### src/rtl/sysbus_arbiter.sv
// sysbus_arbiter: shares the single Sysbus master port between the I (fetch) and D (load/store) ports.
// Define SYSBUS_ARB_ROUND_ROBIN_EN to alternate grants on simultaneous requests instead of D > I priority.
//
// state | meaning
// IDLE  | no transaction in flight; arbitrate between I and D
// ADDR  | owner's address beat passed through to the bus
// WDATA | owner's write-data beats passed through to the bus
// RESP  | bus read-response beats routed back to the owner
module sysbus_arbiter #(
    parameter int ADDR_W = 64,
    parameter int TAG_W  = 13,
    parameter int BEATS  = 8
) (
    input  logic              clk,
    input  logic              reset,
    input  logic              i_reqcyc,
    input  logic [ADDR_W-1:0] i_req,
    input  logic [TAG_W-1:0]  i_reqtag,
    output logic              i_reqack,
    output logic              i_respcyc,
    output logic [ADDR_W-1:0] i_resp,
    input  logic              i_respack,
    input  logic              d_reqcyc,
    input  logic [ADDR_W-1:0] d_req,
    input  logic [TAG_W-1:0]  d_reqtag,
    output logic              d_reqack,
    output logic              d_respcyc,
    output logic [ADDR_W-1:0] d_resp,
    input  logic              d_respack,
    output logic              bus_reqcyc,
    output logic [ADDR_W-1:0] bus_req,
    output logic [TAG_W-1:0]  bus_reqtag,
    input  logic              bus_reqack,
    input  logic              bus_respcyc,
    input  logic [ADDR_W-1:0] bus_resp,
    output logic              bus_respack,
    output logic              busy
);
    localparam int CNT_W = (BEATS > 1) ? $clog2(BEATS) : 1;
    localparam logic [CNT_W-1:0] LAST_BEAT = CNT_W'(BEATS - 1);

    typedef enum logic [1:0] {IDLE, ADDR, WDATA, RESP} arbState;

    arbState          state, stateNext;
    logic             ownerD, ownerDNext;
    logic [CNT_W-1:0] beatCnt, beatCntNext;
    logic             grantD;

    logic              ownReqcyc;
    logic [ADDR_W-1:0] ownReq;
    logic [TAG_W-1:0]  ownTag;
    logic              ownRespack;

    assign ownReqcyc  = ownerD ? d_reqcyc  : i_reqcyc;
    assign ownReq     = ownerD ? d_req     : i_req;
    assign ownTag     = ownerD ? d_reqtag  : i_reqtag;
    assign ownRespack = ownerD ? d_respack : i_respack;

`ifdef SYSBUS_ARB_ROUND_ROBIN_EN
    logic lastGrantD;

    always_ff @(posedge clk or negedge reset) begin
        if (!reset)
            lastGrantD <= 1'b0;
        else if (state == IDLE && (i_reqcyc || d_reqcyc))
            lastGrantD <= grantD;
    end

    assign grantD = (i_reqcyc && d_reqcyc) ? !lastGrantD : d_reqcyc;
`else
    assign grantD = d_reqcyc;
`endif

    always_ff @(posedge clk or negedge reset) begin
        if (!reset) begin
            state   <= IDLE;
            ownerD  <= 1'b0;
            beatCnt <= '0;
        end else begin
            state   <= stateNext;
            ownerD  <= ownerDNext;
            beatCnt <= beatCntNext;
        end
    end

    always_comb begin
        stateNext   = state;
        ownerDNext  = ownerD;
        beatCntNext = beatCnt;
        bus_reqcyc  = 1'b0;
        bus_req     = '0;
        bus_reqtag  = '0;
        bus_respack = 1'b0;
        i_reqack    = 1'b0;
        d_reqack    = 1'b0;
        i_respcyc   = 1'b0;
        i_resp      = '0;
        d_respcyc   = 1'b0;
        d_resp      = '0;
        case (state)
            IDLE: begin
                if (i_reqcyc || d_reqcyc) begin
                    ownerDNext = grantD;
                    stateNext  = ADDR;
                end
            end
            ADDR, WDATA: begin
                bus_reqcyc = ownReqcyc;
                bus_req    = ownReq;
                bus_reqtag = ownTag;
                i_reqack   = !ownerD && bus_reqack;
                d_reqack   = ownerD && bus_reqack;
                // A dropped request leaves the state untouched even if the bus acks.
                if (ownReqcyc && bus_reqack) begin
                    if (state == ADDR) begin
                        beatCntNext = '0;
                        stateNext   = ownTag[TAG_W-1] ? RESP : WDATA;
                    end else if (beatCnt == LAST_BEAT) begin
                        beatCntNext = '0;
                        stateNext   = IDLE;
                    end else begin
                        beatCntNext = beatCnt + CNT_W'(1);
                    end
                end
            end
            RESP: begin
                bus_respack = ownRespack;
                if (ownerD) begin
                    d_respcyc = bus_respcyc;
                    d_resp    = bus_resp;
                end else begin
                    i_respcyc = bus_respcyc;
                    i_resp    = bus_resp;
                end
                if (bus_respcyc && ownRespack) begin
                    if (beatCnt == LAST_BEAT) begin
                        beatCntNext = '0;
                        stateNext   = IDLE;
                    end else begin
                        beatCntNext = beatCnt + CNT_W'(1);
                    end
                end
            end
            default: stateNext = IDLE;
        endcase
    end

    assign busy = (state != IDLE);

    // Requester protocol: hold the address beat until acked; the bus answers only in RESP.
    assert property (@(posedge clk) disable iff (!reset) (state == ADDR) |-> ownReqcyc);
    assert property (@(posedge clk) disable iff (!reset) (state != RESP) |-> !bus_respcyc);

endmodule

### config.mk
export PLATFORM = sky130hd
export DESIGN_NAME = sysbus_arbiter
export DESIGN_NICKNAME = d
export VERILOG_FILES = /design/src/rtl/sysbus_arbiter.sv
export SDC_FILE = /design/constraint.sdc
export NUM_CORES = 1
export LEC_CHECK = 0
export CORE_AREA = 2 2 169 171
export CTS_CLUSTER_DIAMETER = 200
export DETAILED_ROUTE_END_ITERATION = 8
export DIE_AREA = 0 0 171 173
export PLACE_DENSITY = 0.42
export SLEW_MARGIN = 20
export SYNTH_ARGS = -nofsm -noshare
export SYNTH_HDL_FRONTEND = slang
export SYNTH_SLANG_ARGS = --single-unit
### constraint.sdc
create_clock -name clk -period 5.3 [get_ports clk]
set_input_delay 1.06 -clock clk [delete_from_list [all_inputs] [get_ports clk]]
set_output_delay 1.06 -clock clk [all_outputs]
set_load 0.02 [all_outputs]
==> results of run 1 <==
[critical path, cell delays in order]
cell	delay, ns
clkdlybuf4s50_1	0.44
mux2i_1	0.41
nor2_1	0.11
clkdlybuf4s50_1	0.60
[state kept, by name (all words and copies together), names as in the netlist]
signal,flops
beatCnt,3
state,2
ownerD,1
[per-stage QoR]
stage	cell area [um^2]	worst slack, ns	power (W)	cells
2_1_floorplan	2554	2.619	0.001779	380
3_3_place_gp	7287	1.525	0.003301	1158
3_5_place_dp	7307	1.569	0.003270	1159
4_1_cts	7386	1.555	0.003417	1163
5_1_grt	7386	1.464	0.003602	1163
6_report	7386	1.619	0.003361	1163
[cell usage in the layout, fill, tap and decap left out, types with 2 or more instances in the layout]
cell | synthesis | routed
a21oi_1 | 2 | 2
a22o_1 | 2 | 2
a32oi_1 | 2 | 2
and2_1 | 67 | 67
and3_1 | 66 | 66
buf_12 | 0 | 3
clkbuf_16 | 0 | 3
clkdlybuf4s50_1 | 0 | 437
dfrtp_1 | 6 | 5
ha_1 | 5 | 4
inv_1 | 3 | 3
mux2_2 | 2 | 2
mux2i_1 | 78 | 78
nand2_1 | 7 | 7
nand2b_1 | 3 | 3
nand3b_1 | 2 | 2
nor2_1 | 81 | 81
nor3_1 | 3 | 3
[cells by family after synthesis]
| logic type | share of synthesized area |
|---|---|
| compound gates | 0.04606 |
| fa+ha+maj | 0.02450 |
| buf+inv | 0.07447 |
| flops | 0.05879 |
| mux | 0.3146 |
| simple gates | 0.4816 |
[how the worst max path moves through the flow]
stage,to,slack (ns),depth (start not counted)
after global placement,i_resp[39],1.53,4
after global routing,bus_reqcyc,1.46,4
after detailed placement,bus_reqcyc,1.57,4
final,bus_reqcyc,1.62,4
after CTS,bus_reqcyc,1.55,4
after floorplan,bus_req[33],2.62,6
[layout make-up]
type,count,area share
multi-input combinational,330,0.3010
sequential,6,0.02084
tap,378,0.06404
clock buffer,4,0.01067
timing repair buffer,441,0.6014
inverter,4,0.002033
[power by group]
| part | total (W) | internal, W | switching, W |
|---|---|---|---|
| registers | 0.0000925 | 0.0000710 | 0.0000214 |
| logic | 0.00314 | 0.00146 | 0.00169 |
| clock network | 0.000127 | 0.0000999 | 0.0000269 |
| total | 0.00336 | 0.00163 | 0.00173 |
[per-layer routing]
metal  vias up  global-route usage
met5         -                   0
met4         0            0.005297
met3         0             0.03136
met2       264              0.2493
met1      1885              0.1528
li1       2102                   -
==> flow_metrics.tcl, run 1 <==
set metrics [dict create \
    synthTopCellsByArea "mux2i_1 31%, and2_1 16%, and3_1 16%" \
    yosysTopAreaCell "mux2i_1" \
    min_to "beatCnt[2]" \
    cts_resized 0 \
    async_flop_share 1.000 \
    place.gp.congestion 0.7406 \
    worst_skew_pair.late_latency_ns 0.23 \
    core_um2 27630 \
    dr.max_layer_used "met3" \
    synthCells 380 \
    ys_ff_latch 6 \
    htree_levels 1 \
    hp-class "flop to flop" \
    drive_gt1_frac 0.02038 \
    cts_tree "done" \
    drt-total-wl_mm 20.80 \
    synth_edf_count 0 \
    antenna_found_initial 0 \
    first_pass_iters 4 \
    grt_overflow 0 \
    post_cts_buffers 0 \
    wl_met1_mm 8.249 \
    ff2ff_setup_slack_ns 2.93 \
    rsz0062_at_grt "no" \
    critical_path_class "input pin to output port" \
    syn_to_final_growth_pct 189.2 \
    route.vias.total 4251 \
    die_h_um 173 \
    top_level_ports 438 \
    syn_nets 611 \
    leakagePower_nw 3.119 \
    viasPerCell 3.655 \
    ys_seq_area_frac 0.05879 \
    relSlewSlack 0.4341 \
    grtUsageTotal 0.1306 \
    r2r-start "state[0]" \
    dp_hpwl_mm 17.33 \
    grt_pass1_vias 4412 \
    synthFlopType "dfrtp_1" \
    final_nets 1017 \
    end_kind "output port" \
    synth_cell_type_count 29 \
    routedWlPerCell_um 17.89 \
    worstPathArrival_ns 2.62 \
    route.met3.wl_mm 1.985 \
    root_buffer "clkbuf_16" \
    cts_inserted_buffers 3 \
    grt_first_pass_wirelength_mm 29.19 \
    maxCapViolCount 0 \
    power_density_nw_per_um2 455.0 \
    row_count 61 \
    post-synth-top-count-cell "nor2_1" \
    synth_area_per_cell_um2 6.720 \
    num_antenna_cells 0 \
    ant_nets 0 \
    hp-start "beatCnt[2]" \
    hold_viol 0 \
    route.detailed.drc 0 \
    cp.required_ns 4.24 \
    min_period_ns 3.681 \
    fin_util 0.2673 \
    max-vdd-ir-drop_mv 0.2522 \
    portBuffers 437 \
    drt_iter0_drc 150 \
    run_status "complete, no violations" \
    wl_met2_mm 10.57 \
    cts-hold-fix-buffers 0 \
    crit_fanout 4 \
    synthesis.area_um2 2554 \
    finClkSkew_ns 0.001493 \
    clock_sinks 6 \
    start_kind "input pin" \
    setup-violations-final 0 \
    fillers 3069 \
    worst_pin_slew_ns 0.8488 \
    grt_max_degree 150 \
    r2r-end "state[0]" \
    max_freq_mhz 271.7 \
    yosys_warnings 0 \
    regArea_um2 153.9 \
    cts_buffer_depth 2 \
    die_w_um 171 \
    clk_pin_slew_ns 0.03 \
    multi_input_area_um2 2223 \
    whs_ns 0.5245 \
    setup_tns_ns 0 \
    synth_top_area_share 0.3057 \
    die-area_um2 29580 \
    hold_depth 2 \
    crit_start "d_reqcyc" \
    rr_worst_depth 7 \
    drv_slew 0 \
    yosys-top-cells-count "81 x nor2_1, 78 x mux2i_1, 67 x and2_1" \
    fin_crit_sh 0.6946 \
    initial_core_util 0.09243 \
]
Power figures use the tool's default switching activity.
==> run 2: changes to the inputs <==
--- a/config.mk
+++ b/config.mk
@@ -5,11 +5,11 @@
 export SDC_FILE = /design/constraint.sdc
 export NUM_CORES = 1
 export LEC_CHECK = 0
-export CORE_AREA = 2 2 169 171
+export CORE_AREA = 2 2 171 173
 export CTS_CLUSTER_DIAMETER = 200
 export DETAILED_ROUTE_END_ITERATION = 8
-export DIE_AREA = 0 0 171 173
-export PLACE_DENSITY = 0.42
+export DIE_AREA = 0 0 173 175
+export PLACE_DENSITY = 0.41
 export SLEW_MARGIN = 20
 export SYNTH_ARGS = -nofsm -noshare
 export SYNTH_HDL_FRONTEND = slang
==> constraint.sdc (replaced) <==
create_clock -name clk -period 3.4 [get_ports clk]
set_input_delay 0.68 -clock clk [delete_from_list [all_inputs] [get_ports clk]]
set_output_delay 0.68 -clock clk [all_outputs]
set_load 0.02 [all_outputs]
==> run 2 against run 1 <==
  * Design area is 1.6% higher
  * Global-route usage is 0.54 points higher
  * Via count is 1.8% higher
  * Hold slack better by 0.0086 ns
  * Sequential power is 130% higher
  * Clock skew is 0.00074 ns lower
  * Die area is 2.3% higher
  * Register-to-register slack worse by 1.6 ns
  * Non-clock buffer count is 10 higher
  * Clock power is 54% higher
  * Critical path type is now flop to output port
  * Largest cell class unchanged
==> flow_metrics.tcl, run 2 (synthesis gave the netlist of run 1 again) <==
set metrics [dict create \
    run_status "complete, no violations" \
    fillers 3161 \
    cts_resized 0 \
    worst_pin_slew_ns 0.5474 \
    rr_worst_depth 5 \
    final_cell_mix "436 x clkdlybuf4s50_1, 81 x nor2_1, 78 x mux2i_1" \
    drive_gt1_frac 0.03396 \
    post_cts_buffers 0 \
    route.vias.total 4328 \
    grt_pass1_vias 4488 \
    relSlewSlack 0.6317 \
    drt-total-wl_mm 22.09 \
    largest_register_ffs 3 \
    worst_skew_pair.late_latency_ns 0.23 \
    cts_buffer_depth 2 \
    row_count 62 \
    hp-class "flop to flop" \
    fin_cells 1180 \
    drv_slew 0 \
    drt_iter0_drc 105 \
    fin_util 0.2644 \
    first_pass_iters 4 \
    end_kind "output port" \
    max-vdd-ir-drop_mv 0.3629 \
    hold_viol 0 \
    cp.required_ns 2.72 \
    max_freq_mhz 333.2 \
    cp_slowest_cell "clkdlybuf4s50_1" \
    dp_cells 1175 \
    critical_path_class "flop to output port" \
    power_density_nw_per_um2 724.5 \
    crit_fanout 16 \
    fin_crit_sh 0.8826 \
    cts_inserted_buffers 3 \
    die_h_um 175 \
    portBuffers 437 \
    maxCapViolCount 0 \
    hold_depth 2 \
    cts_tree "done" \
    die_w_um 173 \
    grtUsageTotal 0.1360 \
    grt_max_degree 78 \
    ant_nets 0 \
    layout_commonest_cell "clkdlybuf4s50_1" \
    reg_top3 "beatCnt: 3 flops, state: 2 flops, ownerD: 1 flops" \
    viasPerCell 3.668 \
    setup-violations-final 0 \
    dp_hpwl_mm 18.91 \
    setup_tns_ns 0 \
    htree_levels 1 \
    route.detailed.drc 0 \
    cts-hold-fix-buffers 0 \
    worstPathCellList "inv_1 > ha_1 > inv_2 > buf_4 > nor2_1 > clkdlybuf4s50_1" \
    die-area_um2 30280 \
    grt_overflow 0 \
    syn_to_final_growth_pct 193.9 \
    grt_first_pass_wirelength_mm 31.07 \
    finClkSkew_ns 0.0007565 \
    start_kind "flop" \
    worstPathArrival_ns 2.32 \
    leakagePower_nw 3.181 \
    place.gp.congestion 0.8026 \
    slowest_delay_ns 0.56 \
    whs_ns 0.5332 \
    clk_pin_slew_ns 0.04 \
    initial_core_util 0.08994 \
    core_um2 28390 \
    antenna_found_initial 1 \
    rsz0062_at_grt "no" \
    root_buffer "clkbuf_16" \
    clock_sinks 6 \
    routedWlPerCell_um 18.72 \
    final_nets 1027 \
    regMostFlops "beatCnt" \
    top_level_ports 438 \
    min_period_ns 3.001 \
]
==> run 2: final timing paths <==
check,start,to,slack (ns)
min in group asynchronous,reset,ownerD,0.72
hold reg to reg,beatCnt[1],beatCnt[1],0.53
setup reg to reg,ownerD,state[0],1.31
setup / recovery,state[0],bus_req[53],0.40
hold / removal,beatCnt[1],beatCnt[1],0.53
max in group asynchronous,reset,ownerD,2.41
==> run 2: stage by stage <==
| stage | instance area (um^2) | total power [W] | worst slack (ns) |
|---|---|---|---|
| finish | 7506 | 0.005438 | 0.3991 |
| CTS | 7503 | 0.005522 | 0.3651 |
| global route | 7503 | 0.005788 | 0.2643 |
| global placement | 7425 | 0.005337 | 0.6039 |
| detailed placement | 7425 | 0.005281 | 0.5997 |
| floorplan | 2554 | 0.002774 | 1.099 |
==> run 2: report_power, final <==
group | leakage (nW) | internal (W) | switching, W
Clock | 0.0382 | 0.000156 | 0.0000408
Sequential | 0.0702 | 0.000110 | 0.0000986
Combinational | 3.07 | 0.00239 | 0.00264
==> run 2: worst max-delay path, delay by kind of cell, from the launching register on <==
family	cells	cell delay (ns)
flip-flops	1	0.39
AND/OR/NAND/NOR	1	0.07
adder cells (fa/ha/maj)	1	0.35
buffers and inverters	4	1.27
==> run 2: cell type report <==
type                       instances  area (um^2)  share of cell area
antenna                            1        2.502           0.0003334
clock buffer                       4        78.83             0.01050
inverter                           4        15.01            0.002000
multi-input combinational        330         2223              0.2962
sequential                         6        153.9             0.02050
tap                              384        480.5             0.06401
timing repair buffer             451         4552              0.6064
==> run 2: routing by layer <==
metal	wire (um)	up-vias	GRT usage
met4	287	0	0.01942
met1	9265	1935	0.1633
met5	0	-	0
met2	10760	268	0.2487
li1	-	2115	-
met3	1785	10	0.03416
==> run 3: changes to the inputs <==
--- a/config.mk
+++ b/config.mk
@@ -9,6 +9,7 @@
 export CTS_CLUSTER_DIAMETER = 200
 export DETAILED_ROUTE_END_ITERATION = 8
 export DIE_AREA = 0 0 173 175
+export GPL_ROUTABILITY_DRIVEN = 0
 export PLACE_DENSITY = 0.41
 export SLEW_MARGIN = 20
 export SYNTH_ARGS = -nofsm -noshare
==> results of run 3 <==
No change in the layout: final DEF, timing and power equal those of run 2.
